`src/rtl/hpdcache_sync_fifo.sv`:
```
// Multi-entry synchronous FIFO with w/wok and r/rok handshakes, flush, occupancy and almost-full.
// Optional sticky protocol-error flag enabled by macro HPDCACHE_SYNC_FIFO_ERR_CHECK_EN.
module hpdcache_sync_fifo #(
    parameter int unsigned DEPTH        = 4,
    parameter bit          FEEDTHROUGH  = 1'b0,
    parameter int unsigned AFULL_THRESH = DEPTH - 1,
    parameter type         data_t       = logic,
    localparam int unsigned CNT_W       = $clog2(DEPTH + 1)
) (
    input  logic             clk_i,
    input  logic             rst_i,
    input  logic             flush_i,
    input  logic             w_i,
    output logic             wok_o,
    input  data_t            wdata_i,
    input  logic             r_i,
    output logic             rok_o,
    output data_t            rdata_o,
    output logic [CNT_W-1:0] count_o,
    output logic             afull_o,
    output logic             err_o
);

    localparam int unsigned PTR_W = (DEPTH > 1) ? $clog2(DEPTH) : 1;

    typedef logic [PTR_W-1:0] ptr_t;
    typedef logic [CNT_W-1:0] cnt_t;

    // Wrap explicitly at DEPTH-1 so non power-of-two depths cycle correctly.
    function automatic ptr_t ptr_incr(input ptr_t ptr);
        if (ptr == ptr_t'(DEPTH - 1)) begin
            return ptr_t'(0);
        end else begin
            return ptr + ptr_t'(1);
        end
    endfunction

    data_t storage_q [DEPTH];
    data_t storage_d [DEPTH];
    ptr_t  rptr_q, rptr_d;
    ptr_t  wptr_q, wptr_d;
    cnt_t  count_q, count_d;
    logic  afull_q, afull_d;

    logic empty_s, full_s;
    logic wok_s, rok_s;
    logic we_s, re_s;
    logic bypass_s;

    // Handshake decode and read-data selection
    always_comb begin
        empty_s  = (count_q == cnt_t'(0));
        full_s   = (count_q == cnt_t'(DEPTH));
        rok_s    = ~flush_i & (~empty_s | (FEEDTHROUGH & w_i));
        wok_s    = ~flush_i & (~full_s | (FEEDTHROUGH & r_i & ~empty_s));
        we_s     = w_i & wok_s;
        re_s     = r_i & rok_s;
        bypass_s = FEEDTHROUGH & empty_s & we_s & re_s;
        if (FEEDTHROUGH && empty_s) begin
            rdata_o = wdata_i;
        end else begin
            rdata_o = storage_q[rptr_q];
        end
    end

    // Next-state computation for pointers, occupancy and storage
    always_comb begin
        storage_d = storage_q;
        rptr_d    = rptr_q;
        wptr_d    = wptr_q;
        count_d   = count_q;
        if (flush_i) begin
            rptr_d  = ptr_t'(0);
            wptr_d  = ptr_t'(0);
            count_d = cnt_t'(0);
        end else if (bypass_s) begin
            // Payload went straight through to the reader; nothing is stored.
            count_d = count_q;
        end else begin
            if (we_s) begin
                storage_d[wptr_q] = wdata_i;
                wptr_d            = ptr_incr(wptr_q);
            end else begin
                wptr_d = wptr_q;
            end
            if (re_s) begin
                rptr_d = ptr_incr(rptr_q);
            end else begin
                rptr_d = rptr_q;
            end
            case ({we_s, re_s})
                2'b10:   count_d = count_q + cnt_t'(1);
                2'b01:   count_d = count_q - cnt_t'(1);
                default: count_d = count_q;
            endcase
        end
        afull_d = (count_d >= cnt_t'(AFULL_THRESH));
    end

    // Control state register with synchronous reset
    always_ff @(posedge clk_i) begin
        if (rst_i) begin
            rptr_q  <= ptr_t'(0);
            wptr_q  <= ptr_t'(0);
            count_q <= cnt_t'(0);
            afull_q <= 1'b0;
        end else begin
            rptr_q  <= rptr_d;
            wptr_q  <= wptr_d;
            count_q <= count_d;
            afull_q <= afull_d;
        end
    end

    // Payload storage is never reset
    always_ff @(posedge clk_i) begin
        storage_q <= storage_d;
    end

`ifdef HPDCACHE_SYNC_FIFO_ERR_CHECK_EN
    logic err_q, err_d;

    // Sticky flag on write-to-full or read-from-empty outside of flush
    always_comb begin
        err_d = err_q | (~flush_i & ((w_i & ~wok_s) | (r_i & ~rok_s)));
    end

    // Error flag register, cleared only by reset
    always_ff @(posedge clk_i) begin
        if (rst_i) begin
            err_q <= 1'b0;
        end else begin
            err_q <= err_d;
        end
    end

    assign err_o = err_q;
`else
    assign err_o = 1'b0;
`endif

    assign wok_o   = wok_s;
    assign rok_o   = rok_s;
    assign count_o = count_q;
    assign afull_o = afull_q;

endmodule

```
`config.mk`:
```
export PLATFORM = sky130hd
export DESIGN_NAME = hpdcache_sync_fifo
export DESIGN_NICKNAME = d
export VERILOG_FILES = /design/src/rtl/hpdcache_sync_fifo.sv
export SDC_FILE = /design/constraint.sdc
export NUM_CORES = 1
export LEC_CHECK = 0
export ABC_AREA = 1
export CORE_MARGIN = 5
export CORE_UTILIZATION = 45
export DETAILED_ROUTE_END_ITERATION = 12
export MAX_ROUTING_LAYER = met4
export PLACE_DENSITY_LB_ADDON = 0.08
export SYNTH_ARGS = -nofsm -noshare
export SYNTH_HDL_FRONTEND = slang
export SYNTH_SLANG_ARGS = --single-unit
```
`constraint.sdc`:
```
create_clock -name clk_i -period 5.5 [get_ports clk_i]
set_input_delay 1.65 -clock clk_i [delete_from_list [all_inputs] [get_ports clk_i]]
set_output_delay 1.65 -clock clk_i [all_outputs]
set_load 0.005 [all_outputs]
```
==> qor.yml, run 1 <==
final_nets: 119
cts_resized: 0
hold_depth: 4
rsz0062_at_grt: "false"
drt_wl_total_um: 1210
root_buffer: "clkbuf_4"
die_area_um2: 2540
drcViolationCount: 0
antenna_found_initial: 0
first_global_vias: 496
clock.fmax_mhz: 216
drive_gt1_share_pct: 11.4
seq_area_frac_synth_pct: 38.2
ant_nets: 0
cts_setup_buffers: 0
vias: 571
hold_violations: 0
cts_buffer_depth: 2
synth-simple-area-share_pct: 32.8
avgSynthCellArea_um2: 8.06
r2r_slack_ns: 3.57
power.density_nw_per_um2: 203
r2r_end: "afull_o$_SDFF_PP0_"
synth_top_family_by_area: "simple AND/OR/NAND/NOR gates"
muxShareOfSynthArea_pct: 0
synth_cell_type_count: 23
die_y_um: 50.4
crit_required_ns: 3.85
place_area_um2: 855
p_leak_nw: 0.413
yosys_warnings: 0
fin_crit_sh_pct: 84.2
gp_congestion: 0.802
fin_skew_ns: 0.00470
synth_compound_area_share_pct: 3.58
grtUsageTotal_pct: 11.1
endpoint_kind: "primary output"
io-pin-count: 14
syn_inst: 91
r2r_start: "count_o[0]$_SDFF_PP0_"
clkLatencyLatePin_ns: 0.28
area_growth_pct: 20.1
hp-start: "rptr_q[1]$_SDFFE_PP0P_"
finalSetupViolations: 0
dr.first_iter.drc_count: 20
critPathMaxFanout: 8
max_cap_viol_count: 0
wl_per_cell_um: 9.99
max-vdd-ir-drop_mv: 0.136
cts_hold_buf: 0
synth_area_um2: 733
min_to: "rptr_q[1]$_SDFFE_PP0P_"
via_per_inst: 4.72
diodes: 0
portBuffers: 12
path_clk_slew_ns: 0.08
drv_slew: 0
die_x_um: 50.4
syn_nets: 104
synth_xor_area_share_pct: 0
grt_pass1_wl_um: 2060
dp_hpwl_um: 977
fin_tns_setup_ns: 0
path_class: "in2out"
finalInstanceArea_um2: 881
initial_core_util_pct: 48.1
grt-ovfl-total: 0
numClockSinks: 12
drt-pass1-iter-count: 4
period_needed_ns: 4.63
cp.arrival_ns: 2.98
rows: 14
cp-start-kind: "input pin"
cts_made_buffers: 3
synth_fa_ha_area_share_pct: 13.0
htree_levels: 1
tritoncts: "done"
core_area_um2: 1520
ys_seq_elements: 12
hold_path.class: "reg2reg"
ff2ff_path_depth: 9
outcome: "completed"
grt_start_max_net_pins: 9
-- final cells by class --
class	count	area, um^2
clock buffer	3	22.5
tap	16	20.0
timing repair buffer	12	120
sequential	12	280
fill	154	643
inverter	17	68.8
clock inverter	1	3.75
multi-input combinational	60	365
-- per-stage QoR --
step / hold slack (ns) / cells / worst slack (ns) / util [%] / total power [W]
floorplan: 0.516 / 91 / 1.95 / - / 0.000114
global placement: 0.546 / 117 / 0.916 / 56.1 / 0.000124
global route: 0.590 / 121 / 0.812 / 57.8 / 0.000189
detailed placement: 0.553 / 117 / 0.878 / 56.1 / 0.000124
CTS: 0.564 / 121 / 0.880 / 57.8 / 0.000182
finish: 0.559 / 121 / 0.871 / 57.8 / 0.000179
-- cell families (layout without fill, tap and decap cells) --
logic type | after synthesis | after routing
buffers and inverters | 19 | 33
and+or+nand+nor | 47 | 47
DFF | 12 | 12
AOI/OAI and AO/OA | 5 | 5
adders and majority gates | 7 | 7
other | 1 | 1
-- sequential cells by signal (all words and copies together) (netlist names) --
register and flops:
afull_o 1, count_o 3, rptr_q 2, storage_q 4, wptr_q 2
-- synthesized netlist by cell type (all sizes together) --
master / n / area, um^2
fa: 1 / 20.0
nand2: 18 / 75.1
nor4: 1 / 6.26
o22ai: 1 / 6.26
clkinv: 1 / 8.76
nand3: 4 / 45.0
a21oi: 2 / 10.0
ha: 6 / 75.1
nand3b: 1 / 7.51
nor3: 2 / 10.0
dfxtp: 8 / 160
nor2: 19 / 83.8
edfxtp: 4 / 120
o21ai: 2 / 10.0
buf: 2 / 18.8
inv: 16 / 60.1
nand4: 2 / 12.5
conb: 1 / 3.75
-- metal layers --
layer / track usage (%) / share of wire [%]
met4: 3.83 / 1.2
met2: 15.9 / 46
met1: 13.5 / 46
met5: - / 0
met3: 5.33 / 6.0
-- where the power goes --
| part | switching (W) | leakage (nW) | internal, W |
|---|---|---|---|
| clock | 0.0000303 | 0.0154 | 0.0000263 |
| combinational | 0.0000144 | 0.296 | 0.0000128 |
| sequential | 0.00000202 | 0.101 | 0.0000934 |
-- cell usage in the layout (no fill, tap or decap) --
master / netlist / layout
inv_1: 16 / 16
nor2_1: 16 / 16
nand2_1: 15 / 15
clkdlybuf4s50_1: 0 / 12
dfxtp_1: 8 / 8
ha_1: 6 / 6
edfxtp_1: 4 / 4
nand2_2: 3 / 3
clkbuf_4: 0 / 3
nand3_4: 2 / 2
a21oi_1: 2 / 2
o21ai_0: 2 / 2
nand4_1: 2 / 2
nor2_2: 2 / 2
nor3_1: 2 / 2
nand3_1: 2 / 2
nor2_4: 1 / 1
clkinv_4: 1 / 1
o22ai_1: 1 / 1
nor4_1: 1 / 1
nand3b_1: 1 / 1
fa_1: 1 / 1
conb_1: 1 / 1
clkinv_1: 0 / 1
-- how the worst max path moves through the flow --
stage,from,end,slack (ns),depth (start not counted)
5_1_grt,flush_i,rok_o,0.81,3
6_report,flush_i,wok_o,0.87,3
4_1_cts,flush_i,wok_o,0.88,3
3_5_place_dp,flush_i,wok_o,0.88,3
3_3_place_gp,flush_i,rok_o,0.92,3
2_1_floorplan,flush_i,rok_o,1.95,2
-- worst max-delay path, cell delays in order --
cell	delay, ns
clkdlybuf4s50_1	0.58
a21oi_1	0.22
clkdlybuf4s50_1	0.53
No activity file was read; power rests on OpenSTA's default activity.
==> run 2, diff against run 1 <==
Clock period 5.5 ns to 4.6 ns, I/O delays scaled along.
==> results of run 2 <==
The final DEF is identical to that of run 1. Status: completed.
Main changes from that run: setup slack after placement 0.878 ns -> 0.518 ns; setup slack after layout 0.871 ns -> 0.511 ns; register-to-register setup slack 3.57 ns -> 2.67 ns; total power 0.000179 W -> 0.000214 W; worst IR drop on VDD 0.136 mV -> 0.163 mV
